## src/rtl/vpu_pkg.sv

```systemverilog
// Shared parameters and types for the VPU operand source port.
package vpu_pkg;

    localparam int OPERAND_WIDTH   = 16;
    localparam int SRAM_R_PORT_CNT = 3;
    localparam int ADDR_WIDTH      = 12;
    localparam int CNT_WIDTH       = 10;

    typedef enum logic [1:0] {
        IDLE,
        ISSUE,
        DRAIN
    } src_state_t;

    typedef logic [SRAM_R_PORT_CNT-1:0][OPERAND_WIDTH-1:0] op_vec_t;
    typedef logic [SRAM_R_PORT_CNT-1:0][ADDR_WIDTH-1:0]    addr_vec_t;

    typedef struct packed {
        op_vec_t op;
    } op_triple_t;

    // Unused operand slots are stored as zero so the consumer sees clean data.
    function automatic op_triple_t mask_ops(
        op_vec_t                    d,
        logic [SRAM_R_PORT_CNT-1:0] m
    );
        op_triple_t t;
        t = '0;
        for (int p = 0; p < SRAM_R_PORT_CNT; p++) begin
            t.op[p] = m[p] ? d[p] : '0;
        end
        return t;
    endfunction

endpackage

```

## src/rtl/vpu_src_port_if.sv

```systemverilog
// SRAM read bus plus operand valid/ready bus of the VPU source port.
interface vpu_src_port_if;
    import vpu_pkg::*;

    logic [SRAM_R_PORT_CNT-1:0] sram_rd_en;
    addr_vec_t                  sram_rd_addr;
    op_vec_t                    sram_rd_data;
    logic [OPERAND_WIDTH-1:0]   op_0;
    logic [OPERAND_WIDTH-1:0]   op_1;
    logic [OPERAND_WIDTH-1:0]   op_2;
    logic [SRAM_R_PORT_CNT-1:0] op_valid;
    logic                       valid;
    logic                       ready;
    logic                       last;

    modport master (
        output sram_rd_en, sram_rd_addr,
        input  sram_rd_data,
        output op_0, op_1, op_2, op_valid, valid, last,
        input  ready
    );

    modport slave (
        input  sram_rd_en, sram_rd_addr,
        output sram_rd_data,
        input  op_0, op_1, op_2, op_valid, valid, last,
        output ready
    );

endinterface

```

## src/rtl/vpu_src_fifo.sv

```systemverilog
// Two-entry synchronous FIFO of operand triples with occupancy output.
module vpu_src_fifo
    import vpu_pkg::*;
(
    input  logic       clk,
    input  logic       rst,
    input  logic       wr_en_i,
    input  op_triple_t wr_data_i,
    input  logic       rd_en_i,
    output op_triple_t rd_data_o,
    output logic       empty_o,
    output logic [1:0] count_o
);

    op_triple_t mem_q [2];
    logic       wr_ptr_q;
    logic       rd_ptr_q;
    logic [1:0] count_q;

    always_ff @(posedge clk) begin
        if (rst) begin
            mem_q[0] <= '0;
            mem_q[1] <= '0;
            wr_ptr_q <= 1'b0;
            rd_ptr_q <= 1'b0;
            count_q  <= 2'd0;
        end else begin
            if (wr_en_i) begin
                mem_q[wr_ptr_q] <= wr_data_i;
                wr_ptr_q        <= !wr_ptr_q;
            end
            if (rd_en_i) begin
                rd_ptr_q <= !rd_ptr_q;
            end
            unique case ({wr_en_i, rd_en_i})
                2'b10:   count_q <= count_q + 2'd1;
                2'b01:   count_q <= count_q - 2'd1;
                default: ;
            endcase
        end
    end

    assign rd_data_o = mem_q[rd_ptr_q];
    assign empty_o   = (count_q == 2'd0);
    assign count_o   = count_q;

endmodule

```

## src/rtl/vpu_src_port.sv

```systemverilog
// VPU operand source port: SRAM element reads -> operand triples.
// Optional per-port stride input enabled by VPU_SRC_STRIDE_EN.
module vpu_src_port
    import vpu_pkg::*;
(
    input  logic                       clk,
    input  logic                       rst,
    input  logic                       start_i,
    input  logic [SRAM_R_PORT_CNT-1:0] src_mask_i,
    input  addr_vec_t                  base_addr_i,
    input  logic [CNT_WIDTH-1:0]       elem_cnt_i,
`ifdef VPU_SRC_STRIDE_EN
    input  addr_vec_t                  stride_i,
`endif
    output logic                       busy_o,
    output logic                       done_o,
    vpu_src_port_if.master             src_if
);

    src_state_t                 state_q, state_d;
    logic [SRAM_R_PORT_CNT-1:0] mask_q, mask_d;
    addr_vec_t                  addr_q, addr_d;
    addr_vec_t                  stride;
    logic [CNT_WIDTH-1:0]       cnt_q, cnt_d;
    logic [CNT_WIDTH-1:0]       issued_q, issued_d;
    logic [CNT_WIDTH-1:0]       popped_q, popped_d;
    logic [CNT_WIDTH-1:0]       cnt_m1;
    logic                       inflight_q;
    logic                       done_q, done_d;

    logic [1:0]                 fifo_cnt;
    logic                       fifo_empty;
    op_triple_t                 fifo_head;
    op_triple_t                 fifo_wdata;
    logic                       pop;
    logic                       issue;
    logic                       last_elem;
    logic [2:0]                 occ;
    logic [SRAM_R_PORT_CNT-1:0] rd_en;

`ifdef VPU_SRC_STRIDE_EN
    addr_vec_t stride_q, stride_d;
    assign stride = stride_q;
`else
    always_comb begin
        for (int p = 0; p < SRAM_R_PORT_CNT; p++) begin
            stride[p] = ADDR_WIDTH'(1);
        end
    end
`endif

    assign cnt_m1    = cnt_q - CNT_WIDTH'(1);
    assign pop       = !fifo_empty && src_if.ready;
    assign last_elem = (popped_q == cnt_m1);

    // Slots already promised: buffered + returning next edge - leaving now.
    assign occ   = {1'b0, fifo_cnt} + {2'b00, inflight_q} - {2'b00, pop};
    assign issue = (state_q == ISSUE) && (occ < 3'd2);

    always_comb begin
        state_d  = state_q;
        mask_d   = mask_q;
        addr_d   = addr_q;
        cnt_d    = cnt_q;
        issued_d = issued_q;
        popped_d = popped_q;
        done_d   = 1'b0;
`ifdef VPU_SRC_STRIDE_EN
        stride_d = stride_q;
`endif
        unique case (state_q)
            IDLE: begin
                if (start_i) begin
                    mask_d   = src_mask_i;
                    addr_d   = base_addr_i;
                    cnt_d    = elem_cnt_i;
                    issued_d = '0;
                    popped_d = '0;
`ifdef VPU_SRC_STRIDE_EN
                    stride_d = stride_i;
`endif
                    if (elem_cnt_i == '0) begin
                        done_d = 1'b1;
                    end else begin
                        state_d = ISSUE;
                    end
                end
            end
            ISSUE: begin
                if (issue) begin
                    issued_d = issued_q + CNT_WIDTH'(1);
                    for (int p = 0; p < SRAM_R_PORT_CNT; p++) begin
                        addr_d[p] = addr_q[p] + stride[p];
                    end
                    if (issued_q == cnt_m1) begin
                        state_d = DRAIN;
                    end
                end
            end
            DRAIN: begin
                if (pop && last_elem) begin
                    state_d = IDLE;
                    done_d  = 1'b1;
                end
            end
            default: state_d = IDLE;
        endcase
        if (pop) begin
            popped_d = popped_q + CNT_WIDTH'(1);
        end
    end

    always_ff @(posedge clk) begin
        if (rst) begin
            state_q    <= IDLE;
            mask_q     <= '0;
            addr_q     <= '0;
            cnt_q      <= '0;
            issued_q   <= '0;
            popped_q   <= '0;
            inflight_q <= 1'b0;
            done_q     <= 1'b0;
`ifdef VPU_SRC_STRIDE_EN
            stride_q   <= '0;
`endif
        end else begin
            state_q    <= state_d;
            mask_q     <= mask_d;
            addr_q     <= addr_d;
            cnt_q      <= cnt_d;
            issued_q   <= issued_d;
            popped_q   <= popped_d;
            inflight_q <= issue;
            done_q     <= done_d;
`ifdef VPU_SRC_STRIDE_EN
            stride_q   <= stride_d;
`endif
        end
    end

    assign fifo_wdata = mask_ops(src_if.sram_rd_data, mask_q);

    vpu_src_fifo u_fifo (
        .clk       (clk),
        .rst       (rst),
        .wr_en_i   (inflight_q),
        .wr_data_i (fifo_wdata),
        .rd_en_i   (pop),
        .rd_data_o (fifo_head),
        .empty_o   (fifo_empty),
        .count_o   (fifo_cnt)
    );

    always_comb begin
        rd_en = issue ? mask_q : '0;
        src_if.sram_rd_en = rd_en;
        for (int p = 0; p < SRAM_R_PORT_CNT; p++) begin
            src_if.sram_rd_addr[p] = rd_en[p] ? addr_q[p] : '0;
        end
    end

    always_comb begin
        src_if.valid    = !fifo_empty;
        src_if.op_0     = fifo_empty ? '0 : fifo_head.op[0];
        src_if.op_1     = fifo_empty ? '0 : fifo_head.op[1];
        src_if.op_2     = fifo_empty ? '0 : fifo_head.op[2];
        src_if.op_valid = fifo_empty ? '0 : mask_q;
        src_if.last     = !fifo_empty && last_elem;
    end

    assign busy_o = (state_q != IDLE);
    assign done_o = done_q;

endmodule

```

## src/flat_wrapper.sv

```systemverilog
// flat-port wrapper written by rule: the top's interface ports become plain ports
module vpu_src_port_flat import vpu_pkg::*;
  (clk, rst, start_i, src_mask_i, base_addr_i, elem_cnt_i, busy_o, done_o, src_if_sram_rd_en, src_if_sram_rd_addr, src_if_sram_rd_data, src_if_op_0, src_if_op_1, src_if_op_2, src_if_op_valid, src_if_valid, src_if_last, src_if_ready);
  vpu_src_port_if src_if_i ();
  input  logic clk;
  input  logic rst;
  input  logic start_i;
  input  logic [SRAM_R_PORT_CNT-1:0] src_mask_i;
  input  addr_vec_t base_addr_i;
  input  logic [CNT_WIDTH-1:0] elem_cnt_i;
  output logic busy_o;
  output logic done_o;
  output wire logic [$bits(src_if_i.sram_rd_en)-1:0] src_if_sram_rd_en;
  output wire logic [$bits(src_if_i.sram_rd_addr)-1:0] src_if_sram_rd_addr;
  input wire logic [$bits(src_if_i.sram_rd_data)-1:0] src_if_sram_rd_data;
  output wire logic [$bits(src_if_i.op_0)-1:0] src_if_op_0;
  output wire logic [$bits(src_if_i.op_1)-1:0] src_if_op_1;
  output wire logic [$bits(src_if_i.op_2)-1:0] src_if_op_2;
  output wire logic [$bits(src_if_i.op_valid)-1:0] src_if_op_valid;
  output wire logic [$bits(src_if_i.valid)-1:0] src_if_valid;
  output wire logic [$bits(src_if_i.last)-1:0] src_if_last;
  input wire logic [$bits(src_if_i.ready)-1:0] src_if_ready;
  assign src_if_sram_rd_en = src_if_i.sram_rd_en;
  assign src_if_sram_rd_addr = src_if_i.sram_rd_addr;
  assign src_if_i.sram_rd_data = src_if_sram_rd_data;
  assign src_if_op_0 = src_if_i.op_0;
  assign src_if_op_1 = src_if_i.op_1;
  assign src_if_op_2 = src_if_i.op_2;
  assign src_if_op_valid = src_if_i.op_valid;
  assign src_if_valid = src_if_i.valid;
  assign src_if_last = src_if_i.last;
  assign src_if_i.ready = src_if_ready;
  vpu_src_port u_core (.clk(clk), .rst(rst), .start_i(start_i), .src_mask_i(src_mask_i), .base_addr_i(base_addr_i), .elem_cnt_i(elem_cnt_i), .busy_o(busy_o), .done_o(done_o), .src_if(src_if_i));
endmodule
```

## config.mk

```make
export PLATFORM = sky130hd
export DESIGN_NAME = vpu_src_port_flat
export DESIGN_NICKNAME = d
export VERILOG_FILES = /design/src/rtl/vpu_pkg.sv /design/src/rtl/vpu_src_port_if.sv /design/src/rtl/vpu_src_fifo.sv /design/src/rtl/vpu_src_port.sv /design/src/flat_wrapper.sv
export SDC_FILE = /design/constraint.sdc
export NUM_CORES = 1
export LEC_CHECK = 0
export CAP_MARGIN = 20
export CORE_MARGIN = 10
export CORE_UTILIZATION = 40
export DETAILED_ROUTE_END_ITERATION = 16
export GPL_ROUTABILITY_DRIVEN = 1
export PLACE_DENSITY = 0.73
export REMOVE_ABC_BUFFERS = 1
export SYNTH_ARGS = -nofsm -noshare
export SYNTH_HDL_FRONTEND = slang
export SYNTH_HIERARCHICAL = 1
export SYNTH_SLANG_ARGS = --single-unit
```

## constraint.sdc

```tcl
create_clock -name clk -period 7.6 [get_ports clk]
set_clock_uncertainty 0.1 [all_clocks]
set_input_delay 1.14 -clock clk [delete_from_list [all_inputs] [get_ports clk]]
set_output_delay 1.14 -clock clk [all_outputs]
set_load 0.05 [all_outputs]
```

### Word-level counts from Yosys, hierarchy flattened

Memory sizes are Yosys's and may differ from the RTL's. A register that Yosys moved wholly into a read port is not among the register bits.
Index checks and enable logic that the tools add are counted.

* add/subtract/negate cells: 10
* reduce and logical (&&, ||, !) cells: 20
* $lt $le $gt $ge: 1
* eq/ne operators: 11
* multiplexer cells: 40

Operator list (count)
* $mux 16: 6
* $mux 36: 2
* $pmux 36 s2: 1
* $mux 48: 1
* $reduce_or 48->1: 1
* $mux 10: 4
* $add 12x1->12 const B: 3
* $mux 12: 3
* $add 10x1->10 const B: 2
* $eq 10x10->1: 2
* $pmux 10 s2: 1
* $mux 1: 12
* $logic_not 10->1: 1
* $mux 2: 5
* $reduce_bool 2->1: 5
* $sub 10x1->10 const B: 1
* $mux 3: 2
* $ne 2x2->1 const B: 3
* $pmux 2 s3: 1
* $reduce_and 5->1: 1
* $eq 2x1->1 const B: 2
* $eq 2x2->1 const B: 2
* $logic_and 1x1->1: 4
* $logic_not 2->1: 2
* 11 further kinds: 15

* bits of input ports: 101
* bits in writable memories: 96
* memories kept: 1
* word-level logic and storage cells: 96
* output and inout bits: 94
* bits in registers: 77

Memories
* u_core.u_fifo.mem_q: depth 2, bits a word 48, rd ports 1, clocked after memory_dff 1, wr ports 2, line vpu_src_fifo.sv:15 `op_triple_t mem_q [2];`

### Longest topological paths before layout

Gate-level depths: netlist (run 1).

* word-level depth: 8
* depth in mapped cells: 13
* depth with buffers taken out: 12

### Modules after synthesis

Netlist (run 1), hierarchy kept.

By module, submodules not included
* vpu_src_port: area an instance 5188.7 um2, times used 1, sequential area each 1461.4 um2, cells an instance 728
* vpu_src_fifo: area an instance 4394.2 um2, times used 1, sequential area each 2982.9 um2, cells an instance 333

### Worst setup path after synthesis (run 1)

OpenSTA, ideal clock, no wires.

* path type: input-to-output
* start: input port src_if_ready
* end: output port src_if_sram_rd_addr[29]
* data arrival time: 3453 ps
* stages on the path: 8
* setup slack: 2907 ps
* data required time: 6360 ps
* buffers on the path: 1
* cells stage by stage: nand2b_1 > inv_1 > ha_1 > nor2b_1 > fa_1 > nor3_1 > clkbuf_1 > and3_1

* word-level cells in the longest chain between the ends: 6

Ends and longest elaborated chain
* start, declared: line flat_wrapper.sv:22 `input wire logic [$bits(src_if_i.ready)-1:0] src_if_ready;`
* $logic_and 1x1->1: line vpu_src_port.sv:53 `assign pop = !fifo_empty && src_if.ready;`
* via u_core.pop: line vpu_src_port.sv:35 `logic pop;`
* $sub 3x1->3: line vpu_src_port.sv:57 `assign occ = {1'b0, fifo_cnt} + {2'b00, inflight_q} - {2'b00, pop};`
* $lt 3x2->1: line vpu_src_port.sv:58 `assign issue = (state_q == ISSUE) && (occ < 3'd2);`
* $logic_and 1x1->1: line vpu_src_port.sv:58
* $mux 3: line vpu_src_port.sv:155 `rd_en = issue ? mask_q : '0;`
* $mux 12: line vpu_src_port.sv:158 `src_if.sram_rd_addr[p] = rd_en[p] ? addr_q[p] : '0;`
* end, declared: line flat_wrapper.sv:14 `output wire logic [$bits(src_if_i.sram_rd_addr)-1:0] src_if_sram_rd_addr;`

The timed path passes the listed nets, and every way through them passes these cells.

### Final worst setup path (run 1)

* start: input port src_if_ready
* end: output port src_if_sram_rd_addr[18]

Same word-level chain as after synthesis.

==> results.yml, run 1 <==
synthesis:
  ys_warn_count: 6
  synthArstFlopShare: 0
  synth_top_area_share: 0.3008
  synth_most_common_cell: "nor2_1"
  avgSynthCellArea_sq_um: 9.032
  synthTopCellsByArea: "edfxtp_1 (30%), dfxtp_1 (16%), nor2_1 (6.2%)"
  yosys.area.top_type: "edfxtp_1"
  syn_area_sq_um: 9583
  synth_top_flop_cell: "edfxtp_1"
  synthDistinctLibCells: 50
  synth_cells: 1061
  ys_seq_area_frac: 0.4638
  synth_common_cells: "nor2_1 (159), edfxtp_1 (96), dfxtp_1 (78), nand2_1 (71)"
  ys_ff_latch: 174
  synth_edf_count: 96
worst_setup_path:
  start_kind: "input pin"
  crit_path_max_fanout: 42
  r2r-start: "u_core/u_fifo/count_o[1]"
  worstSetupPathType: "in2out"
  cp-end-kind: "primary output"
  critical_path.startpoint: "src_if_ready"
  reg2reg_slack_ns: 3.71
  arrival_ns: 4.60
  worstPathRequired_ns: 6.36
worst_hold_path:
  hold_class: "reg2reg"
  hold_start: "u_core/u_fifo/wr_ptr_q"
global_routing:
  busiest_layer: "met2"
  global_route.usage.met1: 0.2286
  grt_pass1_vias: 8020
  grt_max_degree: 91
  met2_usage: 0.2838
  antenna_found_initial: 1
  gr-usage-all-layers: 0.1771
  grt_pass1_wl_mm: 44.06
  use_met3: 0.05691
  grt-ovfl-total: 0
finish:
  fillers: 2142
  diodes: 0
  area_delta_synth_final_pct: 29.47
  nets: 1320
  layout-drive-gt1-share: 0.09403
routing:
  via_count: 8283
  routedWlPerCell_microns: 18.06
  drc: 0
  avgViaCountPerCell: 5.372
  ant_nets: 0
  wl_mm: 27.84
  drt_iter0_drc: 723
  first_pass_iters: 5
sta:
  max_freq_mhz: 171.3
  finalSetupViolations: 0
  slew_violations: 0
  hold_viol: 0
  setup_tns_ns: 0
  post-route-period-util: 0.7680
  final.setup.worst_slack_ns: 1.763
  period_minus_slack_ns: 5.837
  maxSlewHeadroom: 0.3193
  worst_pin_slew_ns: 1.020
  rsz0062_at_grt: "false"
die:
  core_area_sq_um: 23540
  die_h_microns: 174.8
  rows: 56
  initial_core_util: 0.4070
  die_w_microns: 174.8
  die_area_sq_um: 30550
  top_level_ports: 195
run:
  cap_violations: 0
cts:
  cts_tree: "done"
  path_clk_slew_ns: 0.07
  insertion_delay_ns: 0.43
  ctsHoldBuffers: 0
  cts-root-buf: "clkbuf_16"
  post_cts_buffers: 0
  cts_resized: 0
  clk_path_buf_depth: 2
  numCtsBuffers: 17
  cts.sinks: 174
  htreeDepth: 4
placement:
  routabilityCongestion: 0.8759
  dp_worst_setup_slack_ns: 1.769
  port_buffers: 194
  hpwl_mm: 18.25
power_and_ir_drop:
  p_per_area_nw_per_um2: 247.8
  p_leak_nw: 4.314
  peakVddDrop_mv: 0.1235
run_status:
  status: "completed"
==> worst paths after layout <==
kind / to / cells past startpoint
hold / removal: u_core/u_fifo/wr_ptr_q / 2
setup reg to reg: u_core/addr_q[31] / 13
hold reg to reg: u_core/u_fifo/wr_ptr_q / 2
setup / recovery: src_if_sram_rd_addr[18] / 10
==> sequential cells by signal, summed over array words and instances, names as in the netlist, 2 cells and up, named ones only <==
register	cells
u_core/addr_q	36
u_core/u_fifo/mem_q	96
u_core/issued_q	10
u_core/mask_q	3
u_core/cnt_q	10
u_core/u_fifo/count_o	2
u_core/popped_q	10
u_core/state_q	2
==> placed cells by master, fill, tap and decap left out, types with 3 or more instances in the layout <==
cell type,count
mux2i_1,4
buf_4,14
nor2b_1,53
nor4_1,8
xor2_1,14
inv_1,12
o21ai_0,36
dfxtp_1,77
nor2_1,157
a21oi_1,63
and3_1,45
edfxtp_1,96
a211oi_1,22
xnor2_1,16
clkinv_4,3
and4_1,5
a31oi_1,7
inv_8,4
clkdlybuf4s50_1,193
mux2_2,51
nor3b_1,6
nand3_1,34
nand2_1,70
nand2b_2,4
o22ai_1,8
or3_1,7
and2_1,52
nand4_1,12
ha_1,8
nor3_1,17
a311oi_1,4
clkbuf_16,17
o31a_1,3
nand2b_1,54
o32ai_1,5
==> power by group <==
part	total (mW)	switching [mW]	internal [mW]
combinational	0.962	0.597	0.365
clock	0.926	0.423	0.503
sequential	1.19	0.0873	1.10
==> per-stage QoR <==
stage	util	cell area [sq um]	hold WS (ns)	cells	total power, mW
floorplan	-	9259	0.3384	982	1.810
global placement	0.4989	11750	0.3636	1508	2.151
detailed placement	0.4989	11750	0.3773	1508	2.164
CTS	0.5253	12370	0.3863	1540	3.094
global route	0.5270	12410	0.4210	1542	3.224
finish	0.5270	12410	0.3882	1542	3.074
==> metal layers <==
| layer | wire length [microns] | up-vias |
|---|---|---|
| met3 | 2303 | 18 |
| met1 | 12690 | 3952 |
| met2 | 12630 | 303 |
| li1 | - | 4008 |
| met5 | 13 | - |
| met4 | 201 | 2 |
==> final cells by class <==
type / count / area, sq um / area share
repair buffers: 209 / 2077 / 0.1674
inverters: 12 / 45.04 / 0.003630
clock inverters: 15 / 196.4 / 0.01583
well taps: 319 / 399.1 / 0.03217
flip-flops and latches: 174 / 4446 / 0.3583
clock buffers: 17 / 425.4 / 0.03429
multi-input cells: 796 / 4818 / 0.3884
==> critical path, cell delays in order <==
cell	delay, ns
clkdlybuf4s50_1	0.46
nand2b_1	0.15
inv_1	0.28
ha_1	0.29
nor2b_1	0.14
fa_1	0.52
nor3_2	0.20
buf_4	0.35
and3_1	0.22
clkdlybuf4s50_1	0.81
==> cells by family after synthesis <==
| group | after synthesis | share of synthesized area |
|---|---|---|
| xor gates and xnor gates | 30 | 0.02742 |
| adders and majority gates | 9 | 0.01253 |
| DFF | 174 | 0.4638 |
| buffers and inverters | 91 | 0.03852 |
| and+or+nand+nor | 540 | 0.2922 |
| muxes | 55 | 0.06411 |
| AOI/OAI and AO/OA | 162 | 0.1014 |
No activity file was read; power rests on OpenSTA's default activity.
==> inputs of run 2 (changes only) <==
- clock period: 7.6 -> 5.6 ns (I/O delays scaled with it)
==> run 2 against run 1 <==
Compared with the run above: sequential power grew 38%; clock power grew 36%; critical path depth is the same; core utilization grew 1.3 points; die area is the same; cell area grew 2.4%; global-route usage grew 0.27 points; register-to-register slack lost 1.9 ns; via count is essentially flat; first-iteration DRC count shrank 16%; combinational power grew 33%; critical endpoint is now src_if_sram_rd_addr[30]; largest power group unchanged.
==> results.yml, run 2 (same netlist as run 1, synthesis figures left out) <==
sta:
  rsz0062_at_grt: "false"
  max_freq_mhz: 215.4
  period_minus_slack_ns: 4.643
  hold_viol: 0
  setup_tns_ns: 0
  worst_pin_slew_ns: 0.9804
  maxSlewHeadroom: 0.3464
  finalSetupViolations: 0
  post-route-period-util: 0.8291
  slew_violations: 0
  whs_ns: 0.3796
cts:
  cts_tree: "done"
  cts.sinks: 174
  htreeDepth: 4
  insertion_delay_ns: 0.43
  clk_path_buf_depth: 2
  cts_resized: 0
  post_cts_buffers: 0
  path_clk_slew_ns: 0.07
  cts-root-buf: "clkbuf_16"
  ctsHoldBuffers: 0
  numCtsBuffers: 17
global_routing:
  busiest_layer: "met2"
  gr-usage-all-layers: 0.1798
  use_met3: 0.07437
  grt_max_degree: 92
  met2_usage: 0.2677
  grt_pass1_wl_mm: 44.53
  grt-ovfl-total: 0
  global_route.usage.met1: 0.2345
  grt_pass1_vias: 7974
  antenna_found_initial: 2
die:
  die_h_microns: 174.8
  rows: 56
  top_level_ports: 195
  initial_core_util: 0.4070
  die_area_sq_um: 30550
  core_area_sq_um: 23540
  die_w_microns: 174.8
worst_setup_path:
  start_kind: "input pin"
  path_delay_family: "buffers and inverters"
  arrival_ns: 3.70
  critPathBufInv: 4
  critPathSlowestCell: "fa_1"
  crit_path_max_fanout: 42
  path_cells: "clkdlybuf4s50_1, nand2b_1, inv_1, ha_1, nor2b_1, fa_1, nor3_2, buf_4, and3_1, buf_12"
  worstSetupPathType: "in2out"
  cp-end-kind: "primary output"
  worstPathRequired_ns: 4.66
  cp_slowest_stage_delay_ns: 0.52
finish:
  reg.largest.list: "u_core/u_fifo/mem_q x96, u_core/addr_q x36"
  fillers: 2155
  seq_area_sq_um: 4446
  fin_cells: 1544
  final_cell_mix: "nor2_1 (157), clkdlybuf4s50_1 (154), edfxtp_1 (96)"
  multi_input_area_sq_um: 4818
  largest_reg_flops: 96
  nets: 1321
  final_common_cell: "nor2_1"
  final_util: 0.5399
  regMostFlops: "u_core/u_fifo/mem_q"
  layout-drive-gt1-share: 0.1266
  area_delta_synth_final_pct: 32.63
worst_hold_path:
  hold_class: "reg2reg"
routing:
  routedWlPerCell_microns: 18.13
  first_pass_iters: 5
  avgViaCountPerCell: 5.360
  drt_iter0_drc: 608
  via_count: 8276
  drc: 0
  ant_nets: 0
  wl_mm: 27.99
power_and_ir_drop:
  p_leak_nw: 4.477
  p_per_area_nw_per_um2: 329.2
  peakVddDrop_mv: 0.1529
run:
  cap_violations: 0
placement:
  port_buffers: 194
  routabilityCongestion: 0.8870
  hpwl_mm: 18.67
  dpl.cell_count: 1511
run_status:
  status: "completed"
[run 2: changes by cell type in the layout (fill, tap and decap cells not counted)]
| cell | delta |
|---|---|
| buf_12 | +31 |
| buf_4 | +9 |
| clkdlybuf4s50_1 | -39 |
| clkinv_4 | -1 |
| diode_2 | +1 |
| inv_8 | +1 |
[run 2: per-layer routing]
metal,vias to the layer above,part of all wire
met3,37,0.099
met1,3906,0.45
li1,4007,-
met2,324,0.44
met5,-,0.00046
met4,2,0.014
[run 2: where the power goes]
group          switching (mW)  internal (mW)
clock network           0.575          0.685
logic                   0.777          0.503
registers               0.153           1.49
total                    1.51           2.68
[run 2: final timing paths]
check | start | end | slack, ns | cells after the start
min reg2reg | u_core/u_fifo/wr_ptr_q | u_core/u_fifo/wr_ptr_q | 0.38 | 2
max | src_if_ready | src_if_sram_rd_addr[30] | 0.96 | 10
min | u_core/u_fifo/wr_ptr_q | u_core/u_fifo/wr_ptr_q | 0.38 | 2
max reg2reg | u_core/u_fifo/count_o[1] | u_core/addr_q[27] | 1.79 | 14
[run 2: worst min-delay path: stages (launching register included)]
cell and delay [ns]:
dfxtp_1 0.33, nand2_1 0.06, a21oi_1 0.05
[run 2: final cells by class]
type / count / area share
Tap cell: 319 / 0.03140
Sequential cell: 174 / 0.3498
Clock inverter: 15 / 0.01565
Clock buffer: 17 / 0.03347
Antenna cell: 1 / 0.0001969
Multi-Input combinational cell: 796 / 0.3791
Timing Repair Buffer: 210 / 0.1868
Inverter: 12 / 0.003544
[run 2: metrics by stage]
step / total power, mW / worst slack [ns] / instance area [sq um]
3_5_place_dp: 2.955 / 0.9675 / 12080
2_1_floorplan: 2.456 / -1.841 / 9259
5_1_grt: 4.399 / 0.7336 / 12710
3_3_place_gp: 2.941 / 1.074 / 12080
6_report: 4.185 / 0.9569 / 12710
4_1_cts: 4.221 / 0.9524 / 12710
==> inputs of run 3 (changes only) <==
- PLACE_DENSITY: 0.73 -> 0.75
- clock period: 5.6 -> 4.2 ns (I/O delays scaled with it)
==> run 3 against run 2 <==
Compared with the run above: non-clock buffer count up 6; die area unchanged; critical endpoint is now src_if_sram_rd_addr[7]; critical path type unchanged; core utilization up 0.39 points; flip-flop and latch count unchanged; clock power up 23%; largest power group unchanged; cell area up 0.73%; worst setup slack worse by 0.52 ns; first-iteration DRC count up 18%; global-route usage down 0.12 points.
==> results.yml, run 3 (same netlist as run 1, synthesis figures left out) <==
run_status:
  status: "completed"
finish:
  fillers: 2126
  reg.largest.list: "u_core/u_fifo/mem_q x96, u_core/addr_q x36"
  multi_input_area_sq_um: 4818
  nets: 1327
  seq_area_sq_um: 4446
  final_common_cell: "nor2_1"
  largest_reg_flops: 96
  regMostFlops: "u_core/u_fifo/mem_q"
  area_delta_synth_final_pct: 33.59
  layout-drive-gt1-share: 0.1309
  final_cell_mix: "nor2_1 (157), clkdlybuf4s50_1 (153), edfxtp_1 (96)"
  final_area_sq_um: 12800
global_routing:
  grt-ovfl-total: 0
  grt_pass1_wl_mm: 44.59
  gr-usage-all-layers: 0.1786
  grt_max_degree: 83
  antenna_found_initial: 2
  grt_pass1_vias: 7911
routing:
  drt_iter0_drc: 716
  routedWlPerCell_microns: 18.11
  drc: 0
  first_pass_iters: 5
  ant_nets: 0
  wl_mm: 28.07
  avgViaCountPerCell: 5.355
  via_count: 8301
worst_setup_path:
  critPathSlowestCell: "fa_1"
  path_cells: "clkdlybuf4s50_1, nand2b_1, inv_1, ha_1, nor2b_1, fa_1, nor3_2, buf_12, and3_1, buf_12"
  r2r-start: "u_core/u_fifo/count_o[1]"
  r2r_cells: 12
  cp_slowest_stage_delay_ns: 0.52
  worstPathRequired_ns: 3.47
  cp-end-kind: "primary output"
  critical_path.startpoint: "src_if_ready"
  reg2reg_slack_ns: 1.10
  worstSetupPathType: "in2out"
  cpMostUsedCell: "buf_12"
  r2r-end: "u_core/addr_q[24]"
  arrival_ns: 3.03
  start_kind: "input pin"
  crit_path_max_fanout: 42
placement:
  port_buffers: 194
  hpwl_mm: 19.03
  dpl_cell_area_sq_um: 12230
  dp_worst_setup_slack_ns: 0.4297
  routabilityCongestion: 0.8822
power_and_ir_drop:
  p_sw_mw: 2.003
  p_per_area_nw_per_um2: 428.8
  internal-power_mw: 3.487
  clkPwrFrac: 0.282
  p_leak_nw: 4.523
  p_comb_frac: 0.323
  p_seq_frac: 0.396
  peakVddDrop_mv: 0.2257
  finalPower_mw: 5.490
  p_sw_frac: 0.3648
worst_hold_path:
  hold_path_end: "u_core/u_fifo/wr_ptr_q"
  hold_start: "u_core/u_fifo/wr_ptr_q"
  hold_class: "reg2reg"
  hold_depth: 2
cts:
  cts_tree: "done"
  numCtsBuffers: 17
  ctsHoldBuffers: 0
  insertion_delay_ns: 0.42
  post_cts_buffers: 0
  cts.sinks: 174
  path_clk_slew_ns: 0.07
  clk_path_buf_depth: 2
  cts-root-buf: "clkbuf_16"
  cts_resized: 0
  htreeDepth: 4
sta:
  hold_viol: 0
  finalSetupViolations: 0
  period_minus_slack_ns: 3.759
  slew_violations: 0
  rsz0062_at_grt: "false"
  setup_tns_ns: 0
  post-route-period-util: 0.8950
  maxSlewHeadroom: 0.2888
  worst_pin_slew_ns: 1.065
  final.setup.worst_slack_ns: 0.4410
  max_freq_mhz: 266.0
die:
  initial_core_util: 0.4070
  die_w_microns: 174.8
  die_area_sq_um: 30550
  rows: 56
  top_level_ports: 195
  core_area_sq_um: 23540
  die_h_microns: 174.8
run:
  cap_violations: 0
[run 3: worst max path at each step]
stage | endpoint | cells after the start
6_report | src_if_sram_rd_addr[7] | 10
5_1_grt | src_if_sram_rd_addr[23] | 10
4_1_cts | src_if_last | 8
3_5_place_dp | src_if_sram_rd_addr[5] | 10
3_3_place_gp | src_if_sram_rd_addr[5] | 10
2_1_floorplan | u_core/issued_q[9] | 11
[run 3: metal layers]
layer | GRT usage | share of wire | up-vias
li1 | - | - | 4024
met1 | 0.2376 | 0.44 | 3935
met2 | 0.2838 | 0.46 | 323
met3 | 0.05174 | 0.088 | 17
met4 | 0.03391 | 0.0062 | 2
met5 | 0 | 0.00046 | -
[run 3: metrics by stage]
| stage | hold slack, ns | util | instances |
|---|---|---|---|
| 2_1_floorplan | 0.3384 | - | 982 |
| 3_3_place_gp | 0.3630 | 0.5194 | 1517 |
| 3_5_place_dp | 0.3765 | 0.5194 | 1517 |
| 4_1_cts | 0.3855 | 0.5436 | 1549 |
| 5_1_grt | 0.4099 | 0.5437 | 1549 |
| 6_report | 0.3820 | 0.5438 | 1550 |
[run 3: final cells by class]
type	count	share of cell area
antenna	1	0.0001955
clock buffer	17	0.03323
clock inverter	15	0.01124
inverter	12	0.003518
multi-input combinational	796	0.3764
sequential	174	0.3472
tap	319	0.03118
timing repair buffer	216	0.1970
[run 3: power groups by stage]
| stage | sequential, mW | combinational, mW | clock [mW] |
|---|---|---|---|
| floorplan | 2.17 | 1.10 | 0 |
| global placement | 2.20 | 1.76 | 0 |
| detailed placement | 2.21 | 1.78 | 0 |
| CTS | 2.17 | 1.79 | 1.58 |
| global route | 2.20 | 1.91 | 1.65 |
| finish | 2.17 | 1.77 | 1.55 |
[run 3: worst max-delay path, delay by kind of cell]
family / cells / cell delay (ns)
fa+ha+maj: 2 / 0.74
buf+inv: 4 / 0.89
simple gates: 4 / 0.73
==> variant 1 (config.mk and constraints of run 3) <==
`SRAM_R_PORT_CNT`: 3 -> 6.
--- a/src/rtl/vpu_pkg.sv
+++ b/src/rtl/vpu_pkg.sv
@@ -2,7 +2,7 @@
 package vpu_pkg;
 
     localparam int OPERAND_WIDTH   = 16;
-    localparam int SRAM_R_PORT_CNT = 3;
+    localparam int SRAM_R_PORT_CNT = 6;
     localparam int ADDR_WIDTH      = 12;
     localparam int CNT_WIDTH       = 10;
 
Ports: changed (6 resized); port bits go from 195 to 324. The function was not compared with the original's and may differ.
==> variant 1 against run 3 <==
- total power increased by 29%
- cell area up 30%
- via count rose by 36%
- fmax fell by 5.2%
- sequential share of layout area down 3.3 points
- first-iteration DRC count grew 16%
- setup slack lost 0.20 ns
- sequential cell count increased by 39
- area after synthesis rose by 26%
- wire length grew 41%
- highest routed layer unchanged
==> variant 1: results (changes against run 3) <==
* Run status: finished clean (unchanged)
- The clock latency at the later pin of the worst-skew pair is 0.52 ns (was 0.42 ns).
- The relative max-transition margin came to 29.1% (was 28.9%).
* Max-Cap Viols: 0 (unchanged)
- The maximum VDD drop came to 0.000283 V (was 0.000226 V).
* Fraction of final layout cells sized beyond drive strength 1: 13.0% (was 13.1%)
- The violation count after the first detailed-route iteration was 833 (was 716).
- DP Wirelength: 26.7 mm (was 19.0 mm)
- The H-tree depth is 1 (was 4).
* Gp weighted congestion: 0.889 (was 0.882)
- The register-to-register path setup slack is 0.71 ns (was 1.10 ns).
* Total leakage power: 0.00595 uW (was 0.00452 uW)
- The total routed wirelength was 39.5 mm (was 28.1 mm).
* Global-route wire length before repair: 62.1 mm (was 44.6 mm)
- CTS Buffer Depth: 3 (was 2)
* Antenna violations before repair: 4 (was 2)
- The worst min-delay path category is reg -> reg (unchanged).
- Total routing resource utilization after global routing: 19.9% (was 17.9%)
- Maximum number of pins on one net before global-route repair: 161 (was 83)
- The arrival time at the worst endpoint came to 3.23 ns (was 3.03 ns).
* TritonRoute pass-1 iters: 5 (unchanged)
- The via count normalized by instance count was 5.55 (was 5.36).
- The number of global-route vias before repair was 11,100 (was 7,911).
* Maximum net fanout on the critical path: 46 (was 42)
* Biggest registers after layout: u_core/u_fifo/mem_q (96), u_core/addr_q (72) (was u_core/u_fifo/mem_q (96), u_core/addr_q (36))
* Total CTS buffers: 26 (was 17)
- Total of buffers placed on input and output ports: 275 (was 194)
* Clock slew at reported path FFs: 0.05 ns (was 0.07 ns)
- The number of nets in the layout came to 1,817 (was 1,327).
* Worst hold slack after final layout: 0.380 ns (was 0.382 ns)
- The worst stage delay on the critical path is 0.47 ns (was 0.52 ns).
-- variant 1: timing repair --
item | CTS | global route
setup buffers | 0 | 0
pin swaps | 0 | 0
endpoints found under the setup margin | 1 | 1
hold endpoints to repair | 0 | 0
resized for setup | 1 | 3
-- variant 1: final timing paths --
| check | depth (start not counted) | from | to |
|---|---|---|---|
| worst min-delay path | 2 | u_core/u_fifo/wr_ptr_q$_SDFFE_PP0P_ | u_core/u_fifo/wr_ptr_q$_SDFFE_PP0P_ |
| worst min register to register | 2 | u_core/u_fifo/wr_ptr_q$_SDFFE_PP0P_ | u_core/u_fifo/wr_ptr_q$_SDFFE_PP0P_ |
| worst max register to register | 13 | u_core/u_fifo/count_o[1]$_SDFFE_PP0P_ | u_core/addr_q[59]$_SDFFE_PP0P_ |
| worst max-delay path | 10 | src_if_ready | src_if_sram_rd_addr[52] |
-- variant 1: power by group --
part,leakage (uW),switching (uW),total (uW),internal [uW]
Clock,0.000371,853,2030,1180
Combinational,0.00362,1390,2300,916
Sequential,0.00196,285,2720,2440
Total,0.00595,2530,7050,4530
-- variant 1: worst max-delay path: cells and delay by family --
kind / cells / cell delay (ns)
simple gates: 4 / 0.88
fa+ha+maj: 2 / 0.74
buf+inv: 4 / 0.96
-- variant 1: per-stage QoR --
step	TNS, ns	cells	total power [uW]	cell area [um2]	setup slack [ns]
floorplan	-816.01	1287	4120	11500	-7.30
global placement	0	1979	5010	15900	0.121
detailed placement	0	1979	5060	15900	0.0868
CTS	0	2027	7120	16700	0.163
global route	0	2028	7430	16700	0.100
finish	0	2029	7050	16700	0.237
-- variant 1: cell type report --
cell class / count / area [um2]
well taps: 390 / 488
clock inverters: 11 / 55.1
inverters: 15 / 56.3
fillers: 2572 / 13100
repair buffers: 302 / 3790
clock buffers: 37 / 713
flip-flops and latches: 213 / 5230
diodes: 2 / 5.00
multi-input cells: 1059 / 6320
-- variant 1: per-layer routing --
layer	track usage, %	vias up	share of wire [%]
li1	-	5410	-
met5	0	-	0.056
met4	4.12	4	1.3
met1	24.8	5355	41
met2	32.9	447	47
met3	6.66	37	10
==> variant 2 (settings of run 3) <==
Without the edit above. Make the reset (`rst`) asynchronous in 2 clocked blocks.
--- a/src/rtl/vpu_src_fifo.sv
+++ b/src/rtl/vpu_src_fifo.sv
@@ -17,7 +17,7 @@
     logic       rd_ptr_q;
     logic [1:0] count_q;
 
-    always_ff @(posedge clk) begin
+    always_ff @(posedge clk or posedge rst) begin
         if (rst) begin
             mem_q[0] <= '0;
             mem_q[1] <= '0;
--- a/src/rtl/vpu_src_port.sv
+++ b/src/rtl/vpu_src_port.sv
@@ -110,7 +110,7 @@
         end
     end
 
-    always_ff @(posedge clk) begin
+    always_ff @(posedge clk or posedge rst) begin
         if (rst) begin
             state_q    <= IDLE;
             mask_q     <= '0;
Function: differs if rst is asserted again (counterexample within 4 cycles, from zero or initial values and one cycle with rst high); with rst held inactive, the same outputs for 4 cycles.
==> variant 2 against run 3 <==
- sequential cell count is 1 lower
- count of clock-buffer cells in the layout stayed put
- setup slack worse by 0.24 ns
- critical path type is now reg -> out
- non-clock buffer count stayed put
- register-to-register slack worse by 0.17 ns
- cell area is 2.5% higher
- area after synthesis is 3.2% higher
- wire length is 2.7% lower
- cell count is 5.5% lower
- via count is 5.6% lower
- critical endpoint is now src_if_last
- critical path depth is 1 lower
Power is not compared: it rests on default switching activity, and its combinational part moved more than twofold at a synthesized area within 25%.
==> variant 2: results (changes against run 3) <==
- Run status: finished clean (unchanged)
- Area contributors post-synth: sky130_fd_sc_hd__dfrtp_1 44%, sky130_fd_sc_hd__mux2_2 13%, sky130_fd_sc_hd__mux2_4 6.1%, sky130_fd_sc_hd__nor2b_1 3.5%, sky130_fd_sc_hd__and2_1 3.2% (was sky130_fd_sc_hd__edfxtp_1 30%, sky130_fd_sc_hd__dfxtp_1 16%, sky130_fd_sc_hd__nor2_1 6.2%, sky130_fd_sc_hd__mux2_2 6.0%, sky130_fd_sc_hd__nand2b_1 3.8%)
- Async set or reset register ratio after synthesis: 100% (was 0%)
* Worst hold slack after final layout: 0.405 ns (was 0.382 ns)
- Worst slack after detailed placement: 0.294 ns (was 0.430 ns)
- Top delay family on crit path: simple AND/OR/NAND/NOR gates (was buffers and inverters)
* Gp weighted congestion: 0.847 (was 0.882)
- Critical register-to-register path endpoint: u_core/addr_q[21]$_DFFE_PP0P_ (was u_core/addr_q[24]$_SDFFE_PP0P_)
* Largest stage delay, worst path: 0.60 ns (was 0.52 ns)
* Highest achievable clock rate: 250 MHz (was 266 MHz)
* Number of cells in the design after placement: 1,431 (was 1,517)
- The peak fanout along the critical path came to 6 (was 42).
- Leading post-synthesis cells by instance count: 173 x sky130_fd_sc_hd__dfrtp_1, 115 x sky130_fd_sc_hd__mux2_2, 56 x sky130_fd_sc_hd__nor2b_1 (was 159 x sky130_fd_sc_hd__nor2_1, 96 x sky130_fd_sc_hd__edfxtp_1, 78 x sky130_fd_sc_hd__dfxtp_1)
* Mean Syn Cell Area: 10.3 um2 (was 9.03 um2)
* Fillers: 2,098 (was 2,126)
* Crit. Startpoint: u_core/cnt_q[0]$_DFFE_PP0P_ (was src_if_ready)
- The relative max-transition margin was 34.4% (was 28.9%).
* Slowest library cell on the worst path: sky130_fd_sc_hd__or4b_1 (was sky130_fd_sc_hd__fa_1)
- The initial antenna violation count was 1 (was 2).
- The start point of the worst min-delay path was u_core/u_fifo/mem_q[14]$_DFFE_PP0P_ (was u_core/u_fifo/wr_ptr_q$_SDFFE_PP0P_).
* Share of the yosys chip area belonging to registers: 43.8% (was 46.4%)
- The instance count along the most critical hold path came to 1 (was 2).
* Post-synthesis compound-gate area fraction: 8.94% (was 10.1%)
* Adder-Cell Fraction of Synth Area: 1.22% (was 1.25%)
- The area share of xor/xnor cells in the synthesized design was 2.75% (was 2.74%).
- The total via count in the routed design is 7,840 (was 8,301).
- Most common flop cell mapped by yosys: sky130_fd_sc_hd__dfrtp_1 (was sky130_fd_sc_hd__edfxtp_1)
-- variant 2: final cells by class --
class | count | area, um2 | share of cell area, %
Sequential cell | 173 | 4330 | 33.0
Inverter | 19 | 73.8 | 0.562
Timing Repair Buffer | 216 | 2530 | 19.3
Clock inverter | 15 | 179 | 1.36
Tap cell | 324 | 405 | 3.09
Multi-Input combinational cell | 699 | 5170 | 39.4
Antenna cell | 2 | 5.00 | 0.0381
Clock buffer | 17 | 425 | 3.24
-- variant 2: power groups by stage --
| stage | Clock, uW | Combinational, uW | Sequential [uW] |
|---|---|---|---|
| finish | 1580 | 7150 | 3080 |
| global route | 1690 | 7630 | 3200 |
| CTS | 1620 | 7190 | 3080 |
| detailed placement | 0 | 7170 | 3100 |
| global placement | 0 | 7070 | 3060 |
| floorplan | 0 | 4670 | 2950 |
-- variant 2: layer usage --
metal	global-route usage, %	wire [um]	vias up
li1	-	-	3712
met1	22.1	12100	3885
met2	28.3	13500	222
met3	3.61	1300	21
met4	4.80	420	0
met5	0	0	-
